<file path="config.mk">
export PLATFORM = sky130hd
export DESIGN_NAME = restoring_divider_flat
export DESIGN_NICKNAME = d
export VERILOG_FILES = /design/src/rtl/restoring_divider_if.sv /design/src/rtl/restoring_divider.sv /design/src/flat_wrapper.sv
export SDC_FILE = /design/constraint.sdc
export NUM_CORES = 1
export LEC_CHECK = 0
export CAP_MARGIN = 20
export CORE_ASPECT_RATIO = 0.75
export CORE_MARGIN = 3
export CORE_UTILIZATION = 45
export CTS_BUF_LIST = sky130_fd_sc_hd__clkbuf_4 sky130_fd_sc_hd__clkbuf_8
export DETAILED_ROUTE_END_ITERATION = 10
export GPL_TIMING_DRIVEN = 0
export PLACE_DENSITY = 0.69
export SLEW_MARGIN = 30
export SYNTH_ARGS = -nofsm -noshare
export SYNTH_HDL_FRONTEND = slang
export SYNTH_SLANG_ARGS = --single-unit
</file>
<file path="constraint.sdc">
create_clock -name clk -period 3.4 [get_ports clk]
set_input_delay 0.34 -clock clk [delete_from_list [all_inputs] [get_ports clk]]
set_output_delay 0.34 -clock clk [all_outputs]
set_load 0.005 [all_outputs]
</file>
<file path="src/rtl/restoring_divider_if.sv">
// Start/done handshake bundle for restoring_divider: operands in, results and status out.
interface restoring_divider_if #(
   parameter int WIDTH = 8
);
   logic             start;
   logic [WIDTH-1:0] dividend;
   logic [WIDTH-1:0] divisor;
   logic             busy;
   logic             done;
   logic [WIDTH-1:0] quotient;
   logic [WIDTH-1:0] remainder;
   logic             div_by_zero;

   modport master (
      output start, dividend, divisor,
      input  busy, done, quotient, remainder, div_by_zero
   );

   modport slave (
      input  start, dividend, divisor,
      output busy, done, quotient, remainder, div_by_zero
   );
endinterface

</file>
<file path="src/rtl/restoring_divider.sv">
// Sequential restoring divider, one shift/trial-subtract/restore step per clock.
// Define RESTORING_DIVIDER_SIGNED_EN for two's-complement operands (truncating division).
module restoring_divider #(
   parameter int WIDTH = 8
) (
   input  logic               clk,
   input  logic               rst_n,
   restoring_divider_if.slave bus
);
   localparam int CW = $clog2(WIDTH + 1);

   localparam logic [1:0] IDLE = 2'd0;
   localparam logic [1:0] RUN  = 2'd1;
   localparam logic [1:0] ZERO = 2'd2;
   localparam logic [1:0] DONE = 2'd3;

   logic [1:0]       state_q, state_d;
   logic [CW-1:0]    count_q, count_d;
   logic [WIDTH-1:0] r_q, r_d;
   logic [WIDTH-1:0] q_q, q_d;
   logic [WIDTH-1:0] dvs_q, dvs_d;
   logic [WIDTH-1:0] quotient_q, quotient_d;
   logic [WIDTH-1:0] remainder_q, remainder_d;
   logic             dbz_q, dbz_d;

   logic [WIDTH-1:0] shifted, diff, r_step, q_step;
   logic [WIDTH-1:0] res_quo, res_rem, dividend_in, divisor_in;
   logic             sub_borrow, take, accept;

   assign shifted = {r_q[WIDTH-2:0], q_q[WIDTH-1]};
   assign {sub_borrow, diff} = {1'b0, shifted} - {1'b0, dvs_q};
   // A bit shifted out of the partial remainder means the true value exceeds the
   // divisor, so the subtraction must succeed and the wrapped difference is exact.
   assign take   = r_q[WIDTH-1] | ~sub_borrow;
   assign r_step = take ? diff : shifted;
   assign q_step = {q_q[WIDTH-2:0], take};

`ifdef RESTORING_DIVIDER_SIGNED_EN
   logic neg_quo_q, neg_quo_d;
   logic neg_rem_q, neg_rem_d;

   assign dividend_in = bus.dividend[WIDTH-1] ? -bus.dividend : bus.dividend;
   assign divisor_in  = bus.divisor[WIDTH-1]  ? -bus.divisor  : bus.divisor;
   assign res_quo     = neg_quo_q ? -q_step : q_step;
   assign res_rem     = neg_rem_q ? -r_step : r_step;

   always_comb begin
      neg_quo_d = neg_quo_q;
      neg_rem_d = neg_rem_q;
      if (accept) begin
         neg_quo_d = bus.dividend[WIDTH-1] ^ bus.divisor[WIDTH-1];
         neg_rem_d = bus.dividend[WIDTH-1];
      end
   end

   always_ff @(posedge clk) begin
      if (!rst_n) begin
         neg_quo_q <= 1'b0;
         neg_rem_q <= 1'b0;
      end else begin
         neg_quo_q <= neg_quo_d;
         neg_rem_q <= neg_rem_d;
      end
   end
`else
   assign dividend_in = bus.dividend;
   assign divisor_in  = bus.divisor;
   assign res_quo     = q_step;
   assign res_rem     = r_step;
`endif

   assign accept = bus.start && ((state_q == IDLE) || (state_q == DONE));

   always_comb begin
      state_d     = state_q;
      count_d     = count_q;
      r_d         = r_q;
      q_d         = q_q;
      dvs_d       = dvs_q;
      quotient_d  = quotient_q;
      remainder_d = remainder_q;
      dbz_d       = dbz_q;

      case (state_q)
         IDLE: state_d = IDLE;
         RUN: begin
            r_d     = r_step;
            q_d     = q_step;
            count_d = count_q - CW'(1);
            if (count_q == CW'(1)) begin
               state_d     = DONE;
               quotient_d  = res_quo;
               remainder_d = res_rem;
               dbz_d       = 1'b0;
            end
         end
         // q_q still holds the raw dividend captured on the zero-divisor start
         ZERO: begin
            state_d     = DONE;
            quotient_d  = '1;
            remainder_d = q_q;
            dbz_d       = 1'b1;
         end
         default: state_d = IDLE;
      endcase

      if (accept) begin
         if (bus.divisor == '0) begin
            state_d = ZERO;
            count_d = '0;
            r_d     = '0;
            q_d     = bus.dividend;
            dvs_d   = '0;
         end else begin
            state_d = RUN;
            count_d = CW'(WIDTH);
            r_d     = '0;
            q_d     = dividend_in;
            dvs_d   = divisor_in;
         end
      end
   end

   always_ff @(posedge clk) begin
      if (!rst_n) begin
         state_q     <= IDLE;
         count_q     <= '0;
         r_q         <= '0;
         q_q         <= '0;
         dvs_q       <= '0;
         quotient_q  <= '0;
         remainder_q <= '0;
         dbz_q       <= 1'b0;
      end else begin
         state_q     <= state_d;
         count_q     <= count_d;
         r_q         <= r_d;
         q_q         <= q_d;
         dvs_q       <= dvs_d;
         quotient_q  <= quotient_d;
         remainder_q <= remainder_d;
         dbz_q       <= dbz_d;
      end
   end

   assign bus.busy        = (state_q == RUN);
   assign bus.done        = (state_q == DONE);
   assign bus.quotient    = quotient_q;
   assign bus.remainder   = remainder_q;
   assign bus.div_by_zero = dbz_q;
endmodule
</file>
<file path="src/flat_wrapper.sv">
// flat-port wrapper written by rule: the top's interface ports become plain ports
module restoring_divider_flat 
#(
   parameter int WIDTH = 8
)
  (clk, rst_n, bus_start, bus_dividend, bus_divisor, bus_busy, bus_done, bus_quotient, bus_remainder, bus_div_by_zero);
  restoring_divider_if #(.WIDTH(WIDTH)) bus_i ();
  input  logic clk;
  input  logic rst_n;
  input wire logic [$bits(bus_i.start)-1:0] bus_start;
  input wire logic [$bits(bus_i.dividend)-1:0] bus_dividend;
  input wire logic [$bits(bus_i.divisor)-1:0] bus_divisor;
  output wire logic [$bits(bus_i.busy)-1:0] bus_busy;
  output wire logic [$bits(bus_i.done)-1:0] bus_done;
  output wire logic [$bits(bus_i.quotient)-1:0] bus_quotient;
  output wire logic [$bits(bus_i.remainder)-1:0] bus_remainder;
  output wire logic [$bits(bus_i.div_by_zero)-1:0] bus_div_by_zero;
  assign bus_i.start = bus_start;
  assign bus_i.dividend = bus_dividend;
  assign bus_i.divisor = bus_divisor;
  assign bus_busy = bus_i.busy;
  assign bus_done = bus_i.done;
  assign bus_quotient = bus_i.quotient;
  assign bus_remainder = bus_i.remainder;
  assign bus_div_by_zero = bus_i.div_by_zero;
  restoring_divider #(.WIDTH(WIDTH)) u_core (.clk(clk), .rst_n(rst_n), .bus(bus_i));
endmodule
</file>
Word-level counts from Yosys, hierarchy flattened. Index checks and enable logic that the tools add are counted.

Eq/ne operators: 6. Shift-type cells: 0. $mul: 0. Add/subtract/negate cells: 2. Divide/modulo/power cells: 0. Reduce and logical (&&, ||, !) cells: 8. Magnitude comparators: 0. Multiplexer cells: 17. Bitwise gates (word level): 3.

Operator list (count): 8-bit 2-to-1 mux (6); 8-bit one-hot mux with 2 select lines (2); 4-bit 2-to-1 mux (3); 8-bit by 8-bit subtractor with 9-bit output (1); 8-bit logical NOT (1); 2-bit 2-to-1 mux (3); 2-bit == test, second input constant (2); 4-bit by 1-bit == test with 1-bit output, second input constant (1); 2-bit one-hot mux with 2 select lines (1); 2-bit nonzero test (2); 4-bit by 1-bit subtractor with 4-bit output, second input constant (1); 3-bit by 1-bit inequality test with 1-bit output, second input constant (1); 2-bit by 1-bit == test with 1-bit output, second input constant (1); 2-bit logical NOT (1); 2-bit by 1-bit inequality test with 1-bit output, second input constant (1); 1-bit inverter (2); 1-bit one-hot mux with 2 select lines (1); 2-bit AND reduction (1); 2-bit OR reduction (1); 1-bit logical AND (1); 1-bit logical OR (1); 1-bit 2-to-1 mux (1); 1-bit bitwise OR (1).

Logic and storage cells: 44. Memories: 0. Bits in registers: 47. Input bits: 19. Memory bits (writable): 0. Latch bits: 0. Bits in read-only memories: 0.

Logic depth before layout (Yosys ltp). Gate-level depths: netlist (run 1).

Depth after elaboration: 6. Gate-level depth with buffers: 10.

Worst setup path after synthesis (run 1). OpenSTA, ideal clock, no wires.

Path kind: reg2reg. Start point: reg u_core.q_q[7]. End point: reg u_core.remainder_q[3], in the netlist u_core.bus.remainder[3]. Path slack: 1.215 ns. Path buffers: 1. Data required time: 3.276 ns. Data arrival time: 2.060 ns. Stages on the path, launching flop included: 11. Path through: dfxtp_1 > inv_1 > ha_1 > fa_1 > nand2b_1 > a21oi_1 > a21oi_2 > buf_6 > and2_2 > a211oi_1 > o22ai_1.

Cells in the longest elaborated chain, start to end: 6.

RTL lines: start: declaration (RTL line restoring_divider.sv:20) `logic [WIDTH-1:0] q_q, q_d;`; start signal: assignment (RTL line restoring_divider.sv:138) `q_q <= q_d;`; 8-bit by 8-bit subtractor with 9-bit output * (RTL line restoring_divider.sv:31) `assign {sub_borrow, diff} = {1'b0, shifted} - {1'b0, dvs_q};`; 1-bit inverter (RTL line restoring_divider.sv:34) `assign take = r_q[WIDTH-1] | ~sub_borrow;`; 1-bit bitwise OR (RTL line restoring_divider.sv:34); 8-bit 2-to-1 mux * (RTL line restoring_divider.sv:35) `assign r_step = take ? diff : shifted;`; 8-bit 2-to-1 mux * (RTL line restoring_divider.sv:90) `if (count_q == CW'(1)) begin`; 8-bit one-hot mux with 2 select lines * (RTL line restoring_divider.sv:84) `case (state_q)`; end signal: assignment (RTL line restoring_divider.sv:141) `remainder_q <= remainder_d;`; end: declaration (RTL line restoring_divider.sv:23) `logic [WIDTH-1:0] remainder_q, remainder_d;`.

Every way passes the cells marked *; elsewhere a longest branch is shown, timed or not. The select of a mux whose other input is x is not followed. A chain may end at the register's enable or synchronous reset.

Final worst setup path (run 1). Same ends and word-level chain as after synthesis.

==> results of run 1 <==
## stage by stage
stage | cells | util | area, sq um | power (mW) | hold WS (ns)
final | 411 | 0.5934 | 2989 | 2.818 | 0.4570
after global routing | 411 | 0.5934 | 2989 | 3.080 | 0.4895
after CTS | 411 | 0.5934 | 2989 | 2.825 | 0.4621
after detailed placement | 403 | 0.5728 | 2885 | 2.438 | 0.4503
after global placement | 403 | 0.5728 | 2885 | 2.419 | 0.4424
after floorplan | 294 | - | 2425 | 1.960 | 0.4363
## sequential cells by signal, summed over array words and instances (netlist names)
register	count
u_core.bus.quotient	8
u_core.bus.remainder	8
u_core.dvs_q	8
u_core.q_q	8
u_core.r_q	8
u_core.count_q	4
u_core.state_q	2
u_core.bus.div_by_zero	1
## power breakdown
group	switching (mW)	internal [mW]
Combinational	0.869	0.703
Sequential	0.137	0.731
Clock	0.193	0.185
Total	1.20	1.62
## cells by family after synthesis
family | count (synthesis) | synth area share
AOI/OAI and AO/OA | 92 | 0.2301
xor gates and xnor gates | 7 | 0.02528
adders and majority gates | 14 | 0.07534
buffers and inverters | 34 | 0.05779
DFF | 47 | 0.3880
muxes | 16 | 0.06605
and+or+nand+nor | 84 | 0.1574
## worst max-delay path: stages, from the launching register on
cell	delay (ns)
dfxtp_1	0.36
inv_1	0.08
ha_1	0.21
fa_1	0.40
nand2b_1	0.17
a21oi_1	0.30
a21oi_2	0.14
buf_6	0.17
and2_2	0.20
a211oi_1	0.26
o22ai_1	0.13
## worst min path at each step
stage / to / depth (start not counted)
2_1_floorplan: u_core.dvs_q[2] / 2
3_3_place_gp: u_core.bus.remainder[4] / 2
3_5_place_dp: u_core.dvs_q[6] / 2
4_1_cts: u_core.dvs_q[6] / 2
5_1_grt: u_core.dvs_q[7] / 2
6_report: u_core.dvs_q[6] / 2
## cell usage in the layout, fill, tap and decap left out, drive strengths merged, types with 7 or more instances in the layout
cell            n
dfxtp          47
clkdlybuf4s50  37
nand2          30
nor2           28
o21ai          28
a21oi          28
clkbuf         20
inv            17
mux2i          16
a211oi         16
ha             13
or3             7
## routing by layer
metal | routed length, um | up-vias | track usage
li1 | - | 1124 | -
met1 | 3114 | 987 | 0.3132
met2 | 2547 | 69 | 0.2958
met3 | 424 | 5 | 0.04447
met4 | 47 | 0 | 0.06112
met5 | 0 | - | 0
## cell type report
type	count	area, sq um	share of cell area
repair buffers	37	370.4	0.1239
clock buffers	7	96.34	0.03223
well taps	72	90.09	0.03014
clock inverters	1	7.507	0.002512
inverters	18	67.56	0.02260
multi-input cells	213	1344	0.4496
flip-flops and latches	47	940.9	0.3148
plain buffers	16	72.57	0.02428
==> results.yml, run 1 <==
logic_synthesis:
  synthArstFlopShare: 0
  synth_area_sq_um: 2425
  syn-num-nets: 327
  synth_area_per_cell_sq_um: 8.248
  synth.most_common_cell: "dfxtp_1"
  synth_edf_count: 0
  yosys_warnings: 0
  synth.area.top_cells: "dfxtp_1, ha_1, mux2i_1"
  yosys-top-cells-count: "dfxtp_1, nand2_1, nor2_1, o21ai_0, a21oi_1"
  synth_top_area_cell: "dfxtp_1"
  synthDistinctLibCells: 39
  synth_top_flop_cell: "dfxtp_1"
  synth_top_area_frac: 0.3880
  syn_inst: 294
  ys_seq_elements: 47
  ys_seq_area_frac: 0.3880
global_routing:
  grt_overflow: 0
  antenna_found_initial: 0
  grt.total_usage: 0.2083
  grt_pass1_vias: 2099
  grt_pass1_wl_mm: 10.46
  grt_max_degree: 15
final_layout:
  fill_cells: 488
  drive_above_1_share: 0.04425
  diodes: 0
  syn_to_final_growth_pct: 23.27
  layout.nets: 371
worst_setup_path:
  critical_path.max_fanout: 10
  r2r_end: "u_core.bus.remainder[3]"
  r2r_start: "u_core.q_q[7]"
  reg2regPathDepth: 10
  worstSetupStartpoint: "u_core.q_q[7]"
  cp.required_ns: 3.59
  cp-endpoint: "u_core.bus.remainder[3]"
  setup.worst_path.class: "flip-flop to flip-flop"
  startpoint_type: "flip-flop"
  critPathCaptureType: "flip-flop"
  cp.arrival_ns: 2.74
  r2r_slack_ns: 0.85
timing:
  slew_violations: 0
  setup_viol_count_final: 0
  finalHoldViolCount: 0
  rsz0062_at_grt: "false"
  fin_skew_ns: 0.004560
  min_period_ns: 2.550
  relSlewSlack: 0.6336
  tightest_slew_ns: 0.5496
  fmax_ghz: 0.3922
  post-route-period-util: 0.7499
  setup-tns-final_ns: 0
  setup_ws_ns: 0.8504
floorplanning:
  io_pins: 38
  core_area_sq_um: 5037
  die_area_sq_um: 6314
  start_util: 0.4814
  die_y_um: 69.57
  die_w_um: 90.76
  rows: 22
clocking:
  cts_tree: "done"
  cts_root_buffer: "clkbuf_8"
  cts.sinks: 47
  cts_htree_levels: 2
  cts.clk_slew.worst_paths_ns: 0.09
  cts.repair.resized: 0
  cts_setup_buffers: 0
  worst_skew_pair.late_latency_ns: 0.30
  ctsHoldBuffers: 0
  clk_path_buf_depth: 2
  cts_made_buffers: 5
routing:
  viasPerCell: 5.316
  antenna_left: 0
  wirelength_mm: 6.133
  drc: 0
  wl_per_cell_um: 14.92
  first_iter_violations: 158
  drt_first_pass_iters: 4
  num_vias: 2185
place:
  port_buffers: 37
  detailed_place_hpwl_mm: 4.667
  post-place-ws_ns: 0.8690
  place_congestion: 0.8740
worst_hold_path:
  hold_path_class: "flip-flop to flip-flop"
  min_from: "u_core.dvs_q[6]"
power:
  leakagePower_nw: 1.126
  pwr_density_cell_nw_per_um2: 942.6
  peakVddDrop_v: 0.0004308
run:
  drv_cap: 0
run_status:
  status: "complete, no violations"
(Power assumes the default switching activity.)
==> run 2, diff against run 1 <==
- clock period: 3.4 -> 2.6 ns (I/O delays scaled with it)
==> run 2 against run 1 <==
Design area is 0.29% higher. Fmax is 4.0% higher. Highest routed layer unchanged. Clock-buffer cell count stayed put. Worst setup slack worse by 0.70 ns. Critical path depth stayed put. Register-to-register slack worse by 0.70 ns. Sequential power is 31% higher. Die area stayed put.
==> results.yml, run 2 (same netlist as run 1, synthesis figures left out) <==
power:
  pwr_density_cell_nw_per_um2: 1236
  p_int_mw: 2.122
  leakagePower_nw: 1.127
  power_frac_seq: 0.307
  comb_power_share: 0.560
  sw_frac_of_total: 0.4274
  peakVddDrop_v: 0.0005668
  p_clk_frac: 0.133
  p_sw_mw: 1.584
timing:
  setup-tns-final_ns: 0
  setup_viol_count_final: 0
  relSlewSlack: 0.6256
  finalHoldViolCount: 0
  fmax_ghz: 0.4078
  fin_skew_ns: 0.003764
  slew_violations: 0
  hold_ws_ns: 0.4583
  setup_ws_ns: 0.1479
  rsz0062_at_grt: "false"
  post-route-period-util: 0.9431
  min_period_ns: 2.452
  tightest_slew_ns: 0.5616
final_layout:
  layout.nets: 371
  final_common_cell: "dfxtp_1"
  final_core_util: 0.5951
  drive_above_1_share: 0.05015
  diodes: 0
  design_area_sq_um: 2998
  syn_to_final_growth_pct: 23.63
  layout.cells.most_common_list: "dfxtp_1, clkdlybuf4s50_1, nand2_1"
routing:
  drc: 0
  wl_per_cell_um: 14.97
  num_vias: 2208
  viasPerCell: 5.372
  antenna_left: 0
  first_iter_violations: 150
  drt_first_pass_iters: 5
  wirelength_mm: 6.153
place:
  placed_area_sq_um: 2885
  place_congestion: 0.8740
  detailed_place_hpwl_mm: 4.667
  post-place-ws_ns: 0.06904
  port_buffers: 37
worst_setup_path:
  critical_path.max_fanout: 10
  crit_path_cell_trace: "inv_1 > ha_1 > fa_1 > nand2b_1 > a21oi_2 > a21oi_2 > buf_6 > and2_2 > a211oi_1 > o22ai_1"
  cpMostUsedCell: "a21oi_2"
  critPathBufInv: 2
  startpoint_type: "flip-flop"
  cp.arrival_ns: 2.64
  cp_slowest_cell: "fa_1"
  critPathCaptureType: "flip-flop"
  cp_top_family: "compound AO/OA/AOI/OAI gates"
  cp.required_ns: 2.79
  max_stage_delay_ns: 0.40
  setup.worst_path.class: "flip-flop to flip-flop"
clocking:
  cts_tree: "done"
  cts.sinks: 47
  worst_skew_pair.late_latency_ns: 0.30
  cts_root_buffer: "clkbuf_8"
  clk_path_buf_depth: 2
  ctsHoldBuffers: 0
  cts.clk_slew.worst_paths_ns: 0.09
  cts.repair.resized: 0
  cts_made_buffers: 5
  cts_htree_levels: 2
  cts_setup_buffers: 0
floorplanning:
  io_pins: 38
  die_w_um: 90.76
  die_area_sq_um: 6314
  rows: 22
  start_util: 0.4814
  core_area_sq_um: 5037
  die_y_um: 69.57
global_routing:
  grt_max_degree: 15
  grt_overflow: 0
  grt_pass1_vias: 2099
  grt.total_usage: 0.2083
  antenna_found_initial: 0
  grt_pass1_wl_mm: 10.46
worst_hold_path:
  hold_path_class: "flip-flop to flip-flop"
run_status:
  status: "complete, no violations"
run:
  drv_cap: 0
[run 2: final timing paths]
check / end / startpoint / slack, ns / cells past startpoint
worst max-delay path: u_core.bus.remainder[3] / u_core.q_q[7] / 0.15 / 10
worst min-delay path: u_core.dvs_q[6] / u_core.dvs_q[6] / 0.46 / 2
worst max register to register: u_core.bus.remainder[3] / u_core.q_q[7] / 0.15 / 10
worst min register to register: u_core.dvs_q[6] / u_core.dvs_q[6] / 0.46 / 2
[run 2: layer usage]
| metal | track usage | up-vias | part of all wire |
|---|---|---|---|
| met5 | 0 | - | 0 |
| met4 | 0.06112 | 0 | 0.011 |
| met3 | 0.04447 | 8 | 0.061 |
| met2 | 0.2958 | 63 | 0.42 |
| met1 | 0.3132 | 1012 | 0.51 |
| li1 | - | 1125 | - |
[run 2: through the flow]
stage | power [mW] | std cells
floorplan | 2.564 | 294
global placement | 3.164 | 403
detailed placement | 3.188 | 403
CTS | 3.694 | 411
global route | 4.040 | 411
finish | 3.705 | 411
[run 2: area by class of cell]
cell class,count,area (sq um)
fill,487,2039
clock inverter,1,7.507
multi-input combinational,213,1353
sequential,47,940.9
clock buffer,7,96.34
inverter,18,67.56
timing repair buffer,37,370.4
buffer,16,72.57
tap,72,90.09
[run 2: power by group through the flow]
stage	clock, mW	combinational, mW	sequential (mW)
detailed placement	0	2.04	1.15
floorplan	0	1.45	1.11
finish	0.494	2.08	1.14
global placement	0	2.02	1.15
global route	0.539	2.33	1.17
CTS	0.508	2.05	1.13
[run 2: worst min-delay path: stages (launching register included)]
cell and delay [ns]:
dfxtp_1 0.32, nand2_1 0.05, a21oi_1 0.05
==> run 3, diff against run 2 <==
- ABC_CLOCK_PERIOD_IN_PS: default -> 2600
- CAP_MARGIN: 20 -> 30
- CTS_CLUSTER_SIZE: default -> 30
==> results of run 3 <==
Final layout, timing and power as in run 2 (identical DEF).
